## config.mk

```make
export PLATFORM = sky130hd
export DESIGN_NAME = capture_ctrl
export DESIGN_NICKNAME = d
export VERILOG_FILES = /design/src/rtl/capture_ctrl.sv
export SDC_FILE = /design/constraint.sdc
export NUM_CORES = 1
export LEC_CHECK = 0
export CAP_MARGIN = 20
export CORE_MARGIN = 8
export CORE_UTILIZATION = 26
export DETAILED_ROUTE_END_ITERATION = 10
export HOLD_SLACK_MARGIN = 0.06
export PLACE_DENSITY = 0.85
export SLEW_MARGIN = 10
export SYNTH_ARGS = -nofsm -noshare
export SYNTH_HDL_FRONTEND = slang
export SYNTH_SLANG_ARGS = --single-unit
```

## constraint.sdc

```tcl
create_clock -name clk -period 1.4 [get_ports clk]
set_input_delay 0.21 -clock clk [delete_from_list [all_inputs] [get_ports clk]]
set_output_delay 0.21 -clock clk [all_outputs]
set_load 0.02 [all_outputs]
```

## src/rtl/capture_ctrl.sv

```systemverilog
// Capture sequencer for one logic-analyzer channel group: arms, fills the
// pre-trigger ring, counts post-trigger samples, then drives readout.
module capture_ctrl #(
  parameter int unsigned CNT_BITS = 8
) (
  input  logic                clk,
  input  logic                rst_n,
  input  logic                cfg_we,
  input  logic                cfg_sel,
  input  logic [CNT_BITS-1:0] cfg_data,
  input  logic                arm,
  input  logic                abort,
  input  logic                trigger,
  input  logic                sample_valid,
  input  logic                rd_start,
  input  logic                rd_req,
  input  logic                cnt_delay_match,
  input  logic                cnt_read_match,
  output logic                cnt_en,
  output logic                cnt_clr,
  output logic                cnt_wr_en,
  output logic                cnt_reg_sel,
  output logic [CNT_BITS-1:0] cnt_reg_in,
  output logic                mem_we,
  output logic                mem_re,
  output logic                rd_valid,
  output logic                busy,
  output logic                triggered,
  output logic                done,
  output logic                rd_done,
  output logic [2:0]          state
);

  typedef enum logic [2:0] {
    ST_IDLE      = 3'd0,
    ST_CLEAR     = 3'd1,
    ST_WAIT_TRIG = 3'd2,
    ST_POST      = 3'd3,
    ST_DONE      = 3'd4,
    ST_READ      = 3'd5
  } state_t;

  state_t state_q;
  state_t state_d;
  logic   trig_set;
  logic   trig_clr;

  // State, trigger flag and read-valid registers
  always_ff @(posedge clk or negedge rst_n) begin
    if (!rst_n) begin
      state_q   <= ST_IDLE;
      triggered <= 1'b0;
      rd_valid  <= 1'b0;
    end else begin
      state_q  <= state_d;
      rd_valid <= mem_re;
      if (trig_clr) begin
        triggered <= 1'b0;
      end else if (trig_set) begin
        triggered <= 1'b1;
      end
    end
  end

  assign state = 3'(state_q);
  assign busy  = (state_q == ST_CLEAR) || (state_q == ST_WAIT_TRIG) ||
                 (state_q == ST_POST)  || (state_q == ST_READ);
  assign done  = (state_q == ST_DONE);

  // Next state and combinational strobes; abort overrides everything
  always_comb begin
    state_d     = state_q;
    trig_set    = 1'b0;
    trig_clr    = 1'b0;
    cnt_en      = 1'b0;
    cnt_clr     = 1'b0;
    cnt_wr_en   = 1'b0;
    cnt_reg_sel = cfg_sel;
    cnt_reg_in  = cfg_data;
    mem_we      = 1'b0;
    mem_re      = 1'b0;
    rd_done     = 1'b0;

    if ((state_q == ST_IDLE) || (state_q == ST_DONE)) begin
      cnt_wr_en = cfg_we;
    end

    if (abort) begin
      state_d = ST_IDLE;
      cnt_clr = 1'b1;
    end else begin
      case (state_q)
        ST_IDLE: begin
          if (arm) begin
            state_d  = ST_CLEAR;
            trig_clr = 1'b1;
          end
        end
        ST_CLEAR: begin
          cnt_clr = 1'b1;
          state_d = ST_WAIT_TRIG;
        end
        ST_WAIT_TRIG: begin
          mem_we = sample_valid;
          if (trigger && sample_valid) begin
            state_d  = ST_POST;
            trig_set = 1'b1;
          end
        end
        ST_POST: begin
          if (cnt_delay_match) begin
            cnt_clr = 1'b1;
            state_d = ST_DONE;
          end else begin
            mem_we = sample_valid;
            cnt_en = sample_valid;
          end
        end
        ST_DONE: begin
          if (arm) begin
            state_d  = ST_CLEAR;
            trig_clr = 1'b1;
          end else if (rd_start) begin
            state_d = ST_READ;
          end
        end
        ST_READ: begin
          if (cnt_read_match) begin
            cnt_clr = 1'b1;
            rd_done = 1'b1;
            state_d = ST_IDLE;
          end else begin
            mem_re = rd_req;
            cnt_en = rd_req;
          end
        end
        default: state_d = ST_IDLE;
      endcase
    end
  end

endmodule

```

==> Yosys cells after proc, flatten, opt, wreduce, memory -nomap -nowiden <==
Index checks and enable logic that the tools add are counted.
{ "word_totals": {"inputBits": 20, "regBits": 5, "output_inout_bits": 22} }
{ "classes": {"muxes": 31, "n_reduce_logical": 9, "n_eq_ne": 10} }
{ "op_table": {"columns": ["op", "n"], "rows": [
  ["3-bit two-way mux", 7],
  ["1-bit two-way mux", 20],
  ["3-bit one-hot mux with 6 select lines", 1],
  ["3-bit != test (second input constant)", 3],
  ["3-bit by 2-bit == test with 1-bit output (second input constant)", 2],
  ["3-bit == test (second input constant)", 2],
  ["5-bit AND reduction", 1],
  ["1-bit logical OR", 4],
  ["4-bit != test (second input constant)", 1],
  ["1-bit one-hot mux with 2 select lines", 2],
  ["3-bit by 1-bit == test with 1-bit output (second input constant)", 1],
  ["3-bit zero test", 1],
  ["3-bit by 2-bit != test with 1-bit output (second input constant)", 1],
  ["1-bit one-hot mux with 3 select lines", 1],
  ["2-bit nonzero test", 1],
  ["2-bit OR reduction", 1],
  ["1-bit logical AND", 1]
]} }

==> Longest topological paths before layout <==
Gate-level depths: netlist of run 1.
{ "depth": {"ltp_word": 6, "depth_mapped": 5, "mapped_depth_nobuf": 4} }

==> Least setup slack after synthesis of run 1 <==
OpenSTA, ideal clock, no wires.
{ "synth_timing": {"path_kind": "reg2out", "start": "register state_q[1] (netlist: state[1])", "end": "output port mem_we", "setup_slack_ns": -0.695, "required_ns": 1.190, "path_stages_with_launch": 4, "arrival_time_ns": 1.885, "cell_sequence": "dfrtp_1 -> buf_2 -> nand2_1 -> a2111oi_0"} }
{ "synth_via": {"elab_chain_cells": 3, "elab_cells_between_ends": 4} }
{ "synth_lines": {"columns": ["item", "line_no", "rtl"], "rows": [
  ["start: declaration", "43", "state_t state_q;"],
  ["start signal: assignment", "55", "state_q <= state_d;"],
  ["3-bit by 2-bit == test with 1-bit output", "92", "case (state_q)"],
  ["1-bit one-hot mux with 2 select lines *", "92", null],
  ["1-bit two-way mux *", "88", "if (abort) begin"],
  ["end: declaration", "24", "output logic mem_we,"]
]} }
Every way passes the cells marked *; elsewhere a longest branch is shown, timed or not.

==> Final worst setup path of run 1 <==
{ "layout_timing": {"start": "register state_q[0] (netlist: state[0])", "end": "output port cnt_en"} }
{ "layout_via": {"elab_chain_cells": 3, "elab_cells_between_ends": 4} }
{ "layout_lines": {"columns": ["item", "line_no", "rtl"], "rows": [
  ["3-bit == test or 3-bit by 2-bit == test with 1-bit output (tied branches)", "92", null],
  ["1-bit one-hot mux with 2 select lines *", "92", null],
  ["1-bit two-way mux *", "88", null],
  ["end: declaration", "19", "output logic cnt_en,"]
]} }
Marks and branches as above.

==> impl_metrics.env, run 1 <==
export IMPL_worstMarginPinSlew_ps=300
export IMPL_switching_power_mw=0.468
export IMPL_reg2reg_depth=5
export IMPL_element_type_at_the_critical_path_end="output pin"
export IMPL_cellLeakagePower_nw=0.465
export IMPL_highest_delay_cell_along_the_critical_path="sky130_fd_sc_hd__dfrtp_2"
export IMPL_power_share_combinational=0.675
export IMPL_num_rows=14
export IMPL_worst_r2r_endpoint="state[2]$_DFFE_PN0P_"
export IMPL_pins_over_their_slew_limit=0
export IMPL_worst_path_largest_cell_delay_ps=450
export IMPL_cts_root_buffer="sky130_fd_sc_hd__clkbuf_4"
export IMPL_power_per_cell_area_nw_per_um2=1300
export IMPL_grt_setup_unrepaired="true"
export IMPL_critPathRequiredTime_ps=1190
export IMPL_worst_ep_arrival_time_ps=1420
export IMPL_seq_area_frac_synth=0.289
export IMPL_final_min_period_over_clock_period=1.17
export IMPL_synth_enable_flop_cells=0
export IMPL_drt_drc_violations_left=0
export IMPL_failed_checks="negative setup slack"
export IMPL_ys_ff_latch=5
export IMPL_pwr_share_clk=0.145
export IMPL_worst_clock_skew_ps=15.8
export IMPL_post_route_cells_drive_above_1_share=0.563
export IMPL_maxClockFrequency_ghz=0.613
export IMPL_post_route_minimum_period_ps=1630
export IMPL_vias=568
export IMPL_setup_slack_ps=-232
export IMPL_grt_util_all_layers=0.100
export IMPL_crit_fanout=3
export IMPL_synthDistinctLibCells=25
export IMPL_floorplan_core_area_um2=1540
export IMPL_tritoncts_num_sinks=5
export IMPL_synth_cell_area_um2=433
export IMPL_crit_path_cell_trace="nor2b_4, and4b_2, a31o_4, buf_6"
export IMPL_critPathBufInv=1
export IMPL_routedWlPerCell_um=15.4
export IMPL_max_slew_margin_rel=0.799
export IMPL_cts_max_level=1
export IMPL_synth_commonest_cells="sky130_fd_sc_hd__buf_4, sky130_fd_sc_hd__a21oi_1, sky130_fd_sc_hd__dfrtp_1, sky130_fd_sc_hd__nand2_1, sky130_fd_sc_hd__nor2_1"
export IMPL_grt_max_degree=8
export IMPL_grt_first_pass_wirelength_um=2650
export IMPL_drt_iter0_markers=9
export IMPL_yosys_area_top_type="sky130_fd_sc_hd__dfrtp_1"
export IMPL_flop_pwr_share=0.180
export IMPL_global_route_overflow_total=0
export IMPL_final_setup_viol_count=9
export IMPL_initial_utilization=0.281
export IMPL_port_buffers=23
export IMPL_numCtsBuffers=3
export IMPL_route_final_wire_length_um=1730
export IMPL_nNetsFinal=117
export IMPL_clk_pin_slew_ps=60
export IMPL_timing_hold_violations_final=0
export IMPL_layout_area_overhead_vs_synth_pct=118
export IMPL_outcome="complete, but fails checks"
export IMPL_synth_cells=56
export IMPL_grt_antenna_before_repair=0
export IMPL_dominantRegCellSynth="sky130_fd_sc_hd__dfrtp_1"
export IMPL_worst_path_dominant_cell_family="flip-flops"
export IMPL_die_x_um=56.8
export IMPL_viasPerCell=5.07
export IMPL_synthesis_area_per_instance_um2=7.73
export IMPL_sum_of_negative_setup_slack_ps=-1130
export IMPL_worst_ir_drop_vdd_uv=632
export IMPL_first_global_vias=582
export IMPL_reg2reg_setup_slack_ps=-210
export IMPL_startpoint_type_of_the_worst_setup_path="flop"
export IMPL_num_antenna_cells=0
export IMPL_crit_type="flop to output pin"
export IMPL_hold_path_class="input pin to asynchronous set/reset pin"
export IMPL_die_y_um=56.8
export IMPL_yosysTopAreaCellShare=0.289
export IMPL_post_synth_top_count_cell="sky130_fd_sc_hd__buf_4"
export IMPL_ys_warn_count=0
export IMPL_cts_hold_buf=0
export IMPL_p_total_mw=1.22
export IMPL_cap_violations=0
export IMPL_ys_async_sr_fraction=1.00
export IMPL_cellInternalPower_mw=0.757
export IMPL_clock_latency_on_the_worst_skew_pair_ps=250
export IMPL_netlist_top_cells_area="sky130_fd_sc_hd__dfrtp_1, sky130_fd_sc_hd__buf_4, sky130_fd_sc_hd__a21oi_1"
export IMPL_dp_hpwl_um=1190
export IMPL_worstReg2RegStart="state[1]$_DFFE_PN0P_"
export IMPL_first_pass_iters=4
export IMPL_dieArea_um2=3230
export IMPL_layout_filler_cells=128
export IMPL_routabilityCongestion=0.795
export IMPL_cts_buffer_depth=2
export IMPL_power_switching_fraction=0.382
export IMPL_ant_nets=0
export IMPL_synth_fp_nets=76
export IMPL_design_portCount=42
export IMPL_cts_tree="yes"
## power by group through the flow
| stage | logic (mW) | registers [mW] | clock network, mW |
|---|---|---|---|
| 5_1_grt | 0.877 | 0.225 | 0.197 |
| 3_3_place_gp | 0.609 | 0.216 | 0 |
| 6_report | 0.827 | 0.220 | 0.178 |
| 2_1_floorplan | 0.269 | 0.245 | 0 |
| 3_5_place_dp | 0.622 | 0.216 | 0 |
| 4_1_cts | 0.721 | 0.205 | 0.181 |
## logic make-up (layout without fill, tap and decap cells)
group           after synthesis  after routing  synth area share
compound gates               14             14             0.202
buf+inv                      12             52             0.185
flops                         5              5             0.289
simple gates                 25             25             0.324
## worst register-to-register path: stages, from the launching register on
cell                      delay, ps
sky130_fd_sc_hd__dfrtp_2        470
sky130_fd_sc_hd__buf_6          140
sky130_fd_sc_hd__or4b_1         500
sky130_fd_sc_hd__a21oi_1        160
sky130_fd_sc_hd__nor2_1          60
sky130_fd_sc_hd__a21oi_1        180
## area by class of cell
class | instances | area [um2] | share of cell area
clock inverters | 1 | 5.00 | 0.00531
clock buffers | 3 | 22.5 | 0.0239
well taps | 16 | 20.0 | 0.0212
repair buffers | 47 | 455 | 0.483
flip-flops and latches | 5 | 129 | 0.137
multi-input cells | 39 | 308 | 0.326
inverters | 1 | 3.75 | 0.00398
## flip-flops by register name (all words and copies together) (netlist names)
name and count:
rd_valid 1, state 3, triggered 1
## stage by stage
stage | util | area, um2 | setup slack (ps) | hold WS, ps | std cells
finish | 0.612 | 943 | -232 | 191 | 112
global route | 0.612 | 943 | -274 | 209 | 112
CTS | 0.559 | 862 | -213 | 195 | 106
detailed placement | 0.500 | 771 | -649 | 420 | 99
global placement | 0.500 | 771 | -622 | 420 | 99
floorplan | - | 473 | 12.8 | -85.6 | 56
## placed cells by master (no fill, tap or decap), types with 2 or more instances in the layout
| master | netlist | final |
|---|---|---|
| sky130_fd_sc_hd__and2_4 | 0 | 2 |
| sky130_fd_sc_hd__dfrtp_2 | 0 | 3 |
| sky130_fd_sc_hd__nand3_1 | 2 | 2 |
| sky130_fd_sc_hd__buf_4 | 9 | 17 |
| sky130_fd_sc_hd__clkbuf_4 | 0 | 3 |
| sky130_fd_sc_hd__o21ai_0 | 2 | 2 |
| sky130_fd_sc_hd__dlymetal6s2s_1 | 0 | 2 |
| sky130_fd_sc_hd__dfrtp_1 | 5 | 2 |
| sky130_fd_sc_hd__dlygate4sd2_1 | 0 | 3 |
| sky130_fd_sc_hd__nor2_1 | 5 | 4 |
| sky130_fd_sc_hd__a21oi_1 | 5 | 4 |
| sky130_fd_sc_hd__nand2_1 | 5 | 4 |
| sky130_fd_sc_hd__clkdlybuf4s50_1 | 0 | 8 |
| sky130_fd_sc_hd__nor2b_4 | 0 | 3 |
| sky130_fd_sc_hd__buf_2 | 1 | 2 |
| sky130_fd_sc_hd__buf_6 | 0 | 13 |
| sky130_fd_sc_hd__buf_12 | 0 | 2 |
## routing by layer
layer / GRT usage / vias up / wire [um]
li1: - / 269 / -
met1: 0.101 / 271 / 669
met2: 0.172 / 22 / 914
met3: 0.0360 / 6 / 105
met4: 0.0570 / 0 / 41
met5: 0 / - / 0
## what timing repair did
action | CTS | global route
gates resized for setup | 64 | 14
cloned | 0 | 0
setup buffers | 3 | 6
endpoints found under the setup margin | 13 | 13
pin swaps | 7 | 6
## worst max-delay path by stage
stage,startpoint,end,slack (ps),cells after the start
3_5_place_dp,abort,cnt_en,-650,5
5_1_grt,state[0]$_DFFE_PN0P_,cnt_en,-270,4
3_3_place_gp,abort,cnt_en,-620,5
2_1_floorplan,state[0]$_DFFE_PN0P_,state[2]$_DFFE_PN0P_,10,4
4_1_cts,state[2]$_DFFE_PN0P_,cnt_en,-210,4
6_report,state[0]$_DFFE_PN0P_,cnt_en,-230,4
Power figures use the tool's default switching activity.
==> inputs of run 2 (changes only) <==
Settings changed: MAX_ROUTING_LAYER set to met4.
==> impl_metrics.env, run 2 (same netlist as run 1, synthesis figures left out) <==
export IMPL_multi_input_area_um2=308
export IMPL_design_portCount=42
export IMPL_post_route_cells_drive_above_1_share=0.563
export IMPL_element_type_at_the_critical_path_end="output pin"
export IMPL_worstReg2RegStart="state[1]$_DFFE_PN0P_"
export IMPL_worst_r2r_endpoint="state[2]$_DFFE_PN0P_"
export IMPL_critPathBufInv=1
export IMPL_dp_hpwl_um=1190
export IMPL_drt_drc_violations_left=0
export IMPL_drt_iter0_markers=9
export IMPL_grt_setup_unrepaired="true"
export IMPL_clock_latency_on_the_worst_skew_pair_ps=250
export IMPL_layout_filler_cells=128
export IMPL_routabilityCongestion=0.806
export IMPL_final_cell_mix="sky130_fd_sc_hd__buf_4, sky130_fd_sc_hd__buf_6, sky130_fd_sc_hd__clkdlybuf4s50_1"
export IMPL_worst_path_dominant_cell_family="flip-flops"
export IMPL_critPathRequiredTime_ps=1190
export IMPL_grt_antenna_before_repair=0
export IMPL_worstMarginPinSlew_ps=300
export IMPL_p_total_mw=1.23
export IMPL_postPlaceCellArea_um2=771
export IMPL_viasPerCell=5.09
export IMPL_route_final_wire_length_um=1730
export IMPL_initial_utilization=0.281
export IMPL_sum_of_negative_setup_slack_ps=-1130
export IMPL_outcome="complete, but fails checks"
export IMPL_hold_path_class="input pin to asynchronous set/reset pin"
export IMPL_cts_max_level=1
export IMPL_grt_max_degree=8
export IMPL_post_route_minimum_period_ps=1630
export IMPL_crit_path_cell_trace="nor2b_4, and4b_2, a31o_4, buf_6"
export IMPL_dieArea_um2=3230
export IMPL_clk_pin_slew_ps=60
export IMPL_floorplan_core_area_um2=1540
export IMPL_grt_first_pass_wirelength_um=2650
export IMPL_crit_fanout=3
export IMPL_vias=570
export IMPL_layout_cell_area_non_filler_um2=943
export IMPL_max_slew_margin_rel=0.799
export IMPL_maxClockFrequency_ghz=0.613
export IMPL_crit_type="flop to output pin"
export IMPL_setup_slack_ps=-231
export IMPL_final_setup_viol_count=9
export IMPL_numCtsBuffers=3
export IMPL_timing_hold_violations_final=0
export IMPL_final_min_period_over_clock_period=1.17
export IMPL_num_antenna_cells=0
export IMPL_cts_hold_buf=0
export IMPL_reg2reg_depth=5
export IMPL_cts_root_buffer="sky130_fd_sc_hd__clkbuf_4"
export IMPL_worst_clock_skew_ps=14.1
export IMPL_cellLeakagePower_nw=0.465
export IMPL_cts_buffer_depth=2
export IMPL_nNetsFinal=117
export IMPL_pins_over_their_slew_limit=0
export IMPL_grt_util_all_layers=0.103
export IMPL_first_pass_iters=4
export IMPL_sequential_cell_area_um2=129
export IMPL_worst_ep_arrival_time_ps=1420
export IMPL_port_buffers=23
export IMPL_worst_ir_drop_vdd_uv=631
export IMPL_layout_commonest_cell="sky130_fd_sc_hd__buf_4"
export IMPL_power_per_cell_area_nw_per_um2=1300
export IMPL_global_route_overflow_total=0
export IMPL_tritoncts_num_sinks=5
export IMPL_cts_tree="yes"
export IMPL_reg2reg_setup_slack_ps=-200
export IMPL_die_y_um=56.8
export IMPL_die_x_um=56.8
export IMPL_routedWlPerCell_um=15.5
export IMPL_largest_register_ff_count=3
export IMPL_worst_path_largest_cell_delay_ps=450
export IMPL_failed_checks="negative setup slack"
export IMPL_cap_violations=0
export IMPL_startpoint_type_of_the_worst_setup_path="flop"
export IMPL_layout_area_overhead_vs_synth_pct=118
export IMPL_highest_delay_cell_along_the_critical_path="sky130_fd_sc_hd__dfrtp_2"
export IMPL_first_global_vias=582
export IMPL_ant_nets=0
export IMPL_num_rows=14
-- run 2: timing repair --
item                       in CTS  in global routing
pin swaps                       7                  6
setup endpoints to repair      13                 13
resized for setup              64                 14
setup buffers                   3                  6
-- run 2: worst reg2reg max path: stages (launching register included) --
cell and delay [ps]:
sky130_fd_sc_hd__dfrtp_2 470, sky130_fd_sc_hd__buf_6 150, sky130_fd_sc_hd__or4b_1 500, sky130_fd_sc_hd__a21oi_1 160, sky130_fd_sc_hd__nor2_1 60, sky130_fd_sc_hd__a21oi_1 180
-- run 2: worst max-delay path by stage --
stage	slack (ps)	startpoint	to	cells past startpoint
final	-230	state[0]$_DFFE_PN0P_	cnt_en	4
after global routing	-270	state[0]$_DFFE_PN0P_	cnt_en	4
after CTS	-210	state[2]$_DFFE_PN0P_	cnt_en	4
after detailed placement	-650	abort	cnt_en	5
after global placement	-620	abort	cnt_en	5
after floorplan	10	state[0]$_DFFE_PN0P_	state[2]$_DFFE_PN0P_	4
-- run 2: power breakdown --
part / internal [mW] / switching (mW)
clock: 0.104 / 0.0760
combinational: 0.478 / 0.348
sequential: 0.175 / 0.0452
-- run 2: area by class of cell --
type,instances,area share
multi-input combinational,39,0.326
sequential,5,0.137
clock inverter,1,0.00531
timing repair buffer,47,0.483
inverter,1,0.00398
clock buffer,3,0.0239
tap,16,0.0212
-- run 2: stage by stage --
step                setup WS, ps   util  hold WS (ps)  cells
global route                -274  0.612           209    112
detailed placement          -649  0.500           420     99
CTS                         -213  0.559           195    106
global placement            -622  0.500           420     99
floorplan                   12.8      -         -85.6     56
finish                      -231  0.612           192    112
-- run 2: layer usage --
metal | wire length [um] | global-route usage | part of all wire | vias to the layer above
met1 | 685 | 0.104 | 0.40 | 273
met4 | 41 | 0.0570 | 0.024 | 0
met3 | 93 | 0.0315 | 0.054 | 6
li1 | - | - | - | 269
met5 | 0 | - | 0 | -
met2 | 911 | 0.172 | 0.53 | 22
==> inputs of run 3 (changes only) <==
Settings changed: SKIP_LAST_GASP set to 1, SLEW_MARGIN 10 to 40.
==> impl_metrics.env, run 3 (same netlist as run 1, synthesis figures left out) <==
export IMPL_outcome="complete, but fails checks"
export IMPL_failed_checks="negative setup slack"
export IMPL_crit_type="flop to output pin"
export IMPL_worst_clock_skew_ps=13.9
export IMPL_element_type_at_the_critical_path_end="output pin"
export IMPL_preCtsSetupSlack_ps=-649
export IMPL_floorplan_core_area_um2=1540
export IMPL_cts_root_buffer="sky130_fd_sc_hd__clkbuf_4"
export IMPL_num_rows=14
export IMPL_maxClockFrequency_ghz=0.613
export IMPL_dieArea_um2=3230
export IMPL_first_global_vias=582
export IMPL_clk_pin_slew_ps=60
export IMPL_pins_over_their_slew_limit=0
export IMPL_grt_util_all_layers=0.103
export IMPL_power_switching_fraction=0.382
export IMPL_drt_iter0_markers=6
export IMPL_vias=555
export IMPL_flop_pwr_share=0.180
export IMPL_routedWlPerCell_um=15.5
export IMPL_die_x_um=56.8
export IMPL_num_antenna_cells=0
export IMPL_cts_hold_buf=0
export IMPL_dp_hpwl_um=1190
export IMPL_die_y_um=56.8
export IMPL_final_setup_viol_count=9
export IMPL_worst_ep_arrival_time_ps=1420
export IMPL_final_min_period_over_clock_period=1.17
export IMPL_worst_r2r_endpoint="state[2]$_DFFE_PN0P_"
export IMPL_setup_slack_ps=-232
export IMPL_cts_max_level=1
export IMPL_clock_latency_on_the_worst_skew_pair_ps=250
export IMPL_timing_hold_violations_final=0
export IMPL_worstMarginPinSlew_ps=284
export IMPL_drt_drc_violations_left=0
export IMPL_layout_cell_area_non_filler_um2=941
export IMPL_hold_path_class="input pin to asynchronous set/reset pin"
export IMPL_grt_use_met1=0.104
export IMPL_global_route_overflow_total=0
export IMPL_initial_utilization=0.281
export IMPL_p_total_mw=1.22
export IMPL_viasPerCell=4.96
export IMPL_crit_path_cell_trace="nor2b_4, and4b_2, a31o_4, buf_6"
export IMPL_cts_tree="yes"
export IMPL_startpoint_type_of_the_worst_setup_path="flop"
export IMPL_layout_commonest_cell="sky130_fd_sc_hd__buf_4"
export IMPL_worst_ir_drop_vdd_uv=627
export IMPL_critPathRequiredTime_ps=1190
export IMPL_grt_first_pass_wirelength_um=2650
export IMPL_final_cell_mix="sky130_fd_sc_hd__buf_4, sky130_fd_sc_hd__buf_6, sky130_fd_sc_hd__clkdlybuf4s50_1"
export IMPL_grt_met2_usage=0.172
export IMPL_pwr_share_clk=0.147
export IMPL_sum_of_negative_setup_slack_ps=-1150
export IMPL_gr_max_usage_layer="met2"
export IMPL_nNetsFinal=117
export IMPL_worst_path_dominant_cell_family="flip-flops"
export IMPL_largest_register_ff_count=3
export IMPL_cellLeakagePower_nw=0.465
export IMPL_power_share_combinational=0.673
export IMPL_max_slew_margin_rel=0.810
export IMPL_cts_buffer_depth=2
export IMPL_highest_delay_cell_along_the_critical_path="sky130_fd_sc_hd__dfrtp_2"
export IMPL_global_route_usage_met3=0.0315
export IMPL_routabilityCongestion=0.806
export IMPL_tritoncts_num_sinks=5
export IMPL_crit_fanout=3
export IMPL_switching_power_mw=0.467
export IMPL_ant_nets=0
export IMPL_cellInternalPower_mw=0.756
export IMPL_post_route_cells_drive_above_1_share=0.552
export IMPL_timing_critical_path_depth=4
export IMPL_final_core_utilization=0.610
export IMPL_grt_antenna_before_repair=0
export IMPL_grt_max_degree=8
export IMPL_reg2reg_depth=5
export IMPL_first_pass_iters=3
export IMPL_postPlaceCellArea_um2=771
export IMPL_critPathBufInv=1
export IMPL_reg2reg_setup_slack_ps=-200
export IMPL_layout_filler_cells=126
export IMPL_cap_violations=0
export IMPL_design_portCount=42
export IMPL_numCtsBuffers=3
export IMPL_port_buffers=23
export IMPL_grt_setup_unrepaired="true"
export IMPL_worstReg2RegStart="state[1]$_DFFE_PN0P_"
export IMPL_worst_path_largest_cell_delay_ps=450
export IMPL_route_final_wire_length_um=1730
export IMPL_layout_area_overhead_vs_synth_pct=117
export IMPL_post_route_minimum_period_ps=1630
export IMPL_power_per_cell_area_nw_per_um2=1300
## run 3: cell count changes in the layout (fill, tap and decap cells not counted)
cell / delta
sky130_fd_sc_hd__nand2_2: -1
sky130_fd_sc_hd__nand2_1: +1
## run 3: power by group through the flow
stage	sequential, mW	clock, mW	combinational [mW]
after floorplan	0.245	0	0.269
after global placement	0.216	0	0.609
after detailed placement	0.216	0	0.622
after CTS	0.205	0.181	0.721
after global routing	0.225	0.197	0.875
final	0.220	0.180	0.823
## run 3: area by class of cell
type | count | area, um2 | share of cell area
well taps | 16 | 20.0 | 0.0213
repair buffers | 47 | 455 | 0.484
clock buffers | 3 | 22.5 | 0.0239
multi-input cells | 39 | 305 | 0.324
inverters | 1 | 3.75 | 0.00399
clock inverters | 1 | 5.00 | 0.00532
flip-flops and latches | 5 | 129 | 0.137
## run 3: worst reg2reg max path, cell delays in order (launching register included)
cell and delay [ps]:
sky130_fd_sc_hd__dfrtp_2 470, sky130_fd_sc_hd__buf_6 140, sky130_fd_sc_hd__or4b_1 500, sky130_fd_sc_hd__a21oi_1 160, sky130_fd_sc_hd__nor2_1 60, sky130_fd_sc_hd__a21oi_1 180
## run 3: through the flow
step | std cells | hold slack, ps
2_1_floorplan | 56 | -85.6
3_3_place_gp | 99 | 420
3_5_place_dp | 99 | 420
4_1_cts | 106 | 195
5_1_grt | 112 | 209
6_report | 112 | 195
## run 3: worst max-delay path by stage
stage                              start              endpoint
CTS                 state[2]$_DFFE_PN0P_                cnt_en
global placement                   abort                cnt_en
finish              state[0]$_DFFE_PN0P_                cnt_en
detailed placement                 abort                cnt_en
floorplan           state[0]$_DFFE_PN0P_  state[2]$_DFFE_PN0P_
global route        state[0]$_DFFE_PN0P_                cnt_en
## run 3: layer usage
| metal | routed length, um | vias to the layer above |
|---|---|---|
| met2 | 928 | 14 |
| met4 | 29 | 0 |
| met3 | 82 | 4 |
| met1 | 694 | 268 |
| li1 | - | 269 |
| met5 | 0 | - |
## run 3: timing repair
action                     in CTS  in global routing
setup buffers                   3                  6
pin swaps                       7                  6
gates resized for setup        64                 13
setup endpoints to repair      13                 13
==> RTL change, RTL diff (flow settings as in run 3) <==
Put a register stage on the outputs `busy`, `done` and `state`, cleared by the reset. The values now appear one clock later. The other outputs are not delayed to match. Comments in the files are not updated.
--- a/src/rtl/capture_ctrl.sv
+++ b/src/rtl/capture_ctrl.sv
@@ -64,6 +64,13 @@
 
-  assign state = 3'(state_q);
-  assign busy  = (state_q == ST_CLEAR) || (state_q == ST_WAIT_TRIG) ||
-                 (state_q == ST_POST)  || (state_q == ST_READ);
-  assign done  = (state_q == ST_DONE);
+  always_ff @(posedge clk or negedge rst_n) begin
+    if (!rst_n) begin
+      busy  <= '0;
+      done  <= '0;
+      state <= '0;
+    end else begin
+      busy  <= (state_q == ST_CLEAR) || (state_q == ST_WAIT_TRIG) || (state_q == ST_POST)  || (state_q == ST_READ);
+      done  <= (state_q == ST_DONE);
+      state <= 3'(state_q);
+    end
+  end
 
Formal check against the unedited RTL: not equivalent (Yosys sat finds a counterexample within 4 cycles, from zero or initial values and one cycle with rst_n low).
==> RTL change against run 3 <==
- the flow still finishes with violations (setup timing)
- cell area decreased by 0.40%
- sequential cell count increased by 5
- wire length decreased by 4.5%
- critical path depth unchanged
- total power increased by 2.3%
- setup slack improved by 27 ps
- sequential share of layout area increased by 13 points
- synthesized area increased by 31%
- largest power group unchanged
==> RTL change: results (changes against run 3) <==
Top Registers state x3, state_q x3; first-pass GRT wire length 2730 um (+2.9%); IR drop worst, VDD 0.500 mV (-20%); CP delay by family, top flip-flops; pin count of the biggest net entering global routing 16 (+8); CTS Buf Count 3 (unchanged); share of cells above drive strength 1 37.6% (-18 points); failing checks setup timing; outcome finished with violations; xor-xnor portion of the synthesized cell area 0% (unchanged); adder-cell area share of the yosys netlist 0% (unchanged); slowest CP cell dfrtp_1; crit-path max FO 3 (unchanged); DR pass1 iterations 4 (+1); final setup violation count 7 (-2); Synth area leaders dfrtp_1 (44%), buf_4 (12%), a21oi_1 (4.4%), nor2b_1 (4.4%), nand2_1 (3.3%); main flop type after synthesis dfrtp_1; Net Count, Synth 81 (+6.6%); Post-Layout Cell Count 121 (+8.0%); Final Hold Violating Endpoints 0 (unchanged); Worst Tran Pin Value 422 ps (+137 ps); vias 570 (+2.7%); IO buf count 23 (unchanged); distinct cell type count after synthesis 26 (+4.0%); clock skew 0.513 ps (-13.3 ps); Worst-path clk slew 70 ps; Root Buffer clkbuf_4; arrival time worst endpoint 1390 ps (-30 ps); vias in the first global route 601 (+3.3%); filler instances 221 (+75%); Routed WL per cell 13.7 um (-12%); clk_lat worst skew 260 ps; Max Root-Sink Buffers 2 (unchanged); H-tree level count 1 (unchanged); Post-Place Worst Slack -569 ps (+79.4 ps); Seq/Total Area, Yosys 44.2% (+15 points); Tot GR Track Use 8.78% (-1.5 points); Routability Congestion 0.875 (+8.5%); slowest cell delay on critical path 420 ps (-30 ps); setup ws final -205 ps (+27.5 ps); Compound-Gate Fraction of Synth Area 15.9% (-4.3 points); P_leak 0.468 nW (+0.75%); 1st-iter DRT viols 15 (+9); Inserted Diodes 0 (unchanged); Placed Area 863 um2 (+12%); Min-Delay Path Class primary input to asynchronous set/reset pin; antenna violations before repair 0 (unchanged); most instantiated cells after synthesis dfrtp_1 (10), buf_4 (9), a21oi_1 (5), nand2_1 (5); syn avg cell area 9.27 um2 (+20%); placed wire-length estimate 1250 um (+5.0%); nets@finish 114 (-2.6%); mux contribution to synthesized area 0% (unchanged); reg-to-reg setup timing slack -80 ps (+120 ps)
-- RTL change: changes by cell type in the layout (fill, tap and decap cells not counted), sizes merged, moves of 2 or more --
cell and delta:
dlymetal6s2s -2, dlygate4sd2 +5, dfrtp +5, buf -12
-- RTL change: what timing repair did --
item,in CTS,in global routing
setup endpoints to repair,14,8
pin swaps,1,4
setup buffers,1,1
resized for setup,44,7
-- RTL change: area by class of cell --
type / count / area [um2] / share of cell area, %
inverter: 1 / 3.75 / 0.401
sequential: 10 / 250 / 26.7
timing repair buffer: 39 / 348 / 37.1
tap: 28 / 35.0 / 3.74
multi-input combinational: 39 / 264 / 28.2
clock buffer: 4 / 36.3 / 3.87
-- RTL change: stage by stage --
| step | TNS (ps) | hold WS [ps] | power [W] |
|---|---|---|---|
| 4_1_cts | -870 | 248 | 0.00121 |
| 3_3_place_gp | -3020 | 420 | 0.000957 |
| 3_5_place_dp | -3280 | 420 | 0.000976 |
| 2_1_floorplan | 0 | -85.6 | 0.000687 |
| 6_report | -706 | 245 | 0.00125 |
| 5_1_grt | -1220 | 261 | 0.00133 |
-- RTL change: per-layer routing --
metal	share of wire [%]	up-vias	GRT usage, %
met2	50	24	13.6
met3	7.1	8	4.30
met1	41	267	8.96
met4	1.6	0	4.84
li1	-	271	-
met5	0	-	-
-- RTL change: power by group --
group	internal, W	total (W)	switching [W]
sequential	0.000355	0.000388	0.0000325
combinational	0.000310	0.000604	0.000294
clock	0.000158	0.000259	0.000101
-- RTL change: worst paths after layout --
path / from / endpoint / cells past startpoint
min in group clk: cfg_data[3] / cnt_reg_in[3] / 0
worst min register to register: triggered / triggered / 2
worst max-delay path: state_q[2] / cnt_en / 4
worst min-delay path: rst_n / busy / 1
worst max register to register: state_q[1] / state_q[2] / 5
max in group asynchronous: rst_n / state_q[1] / 1
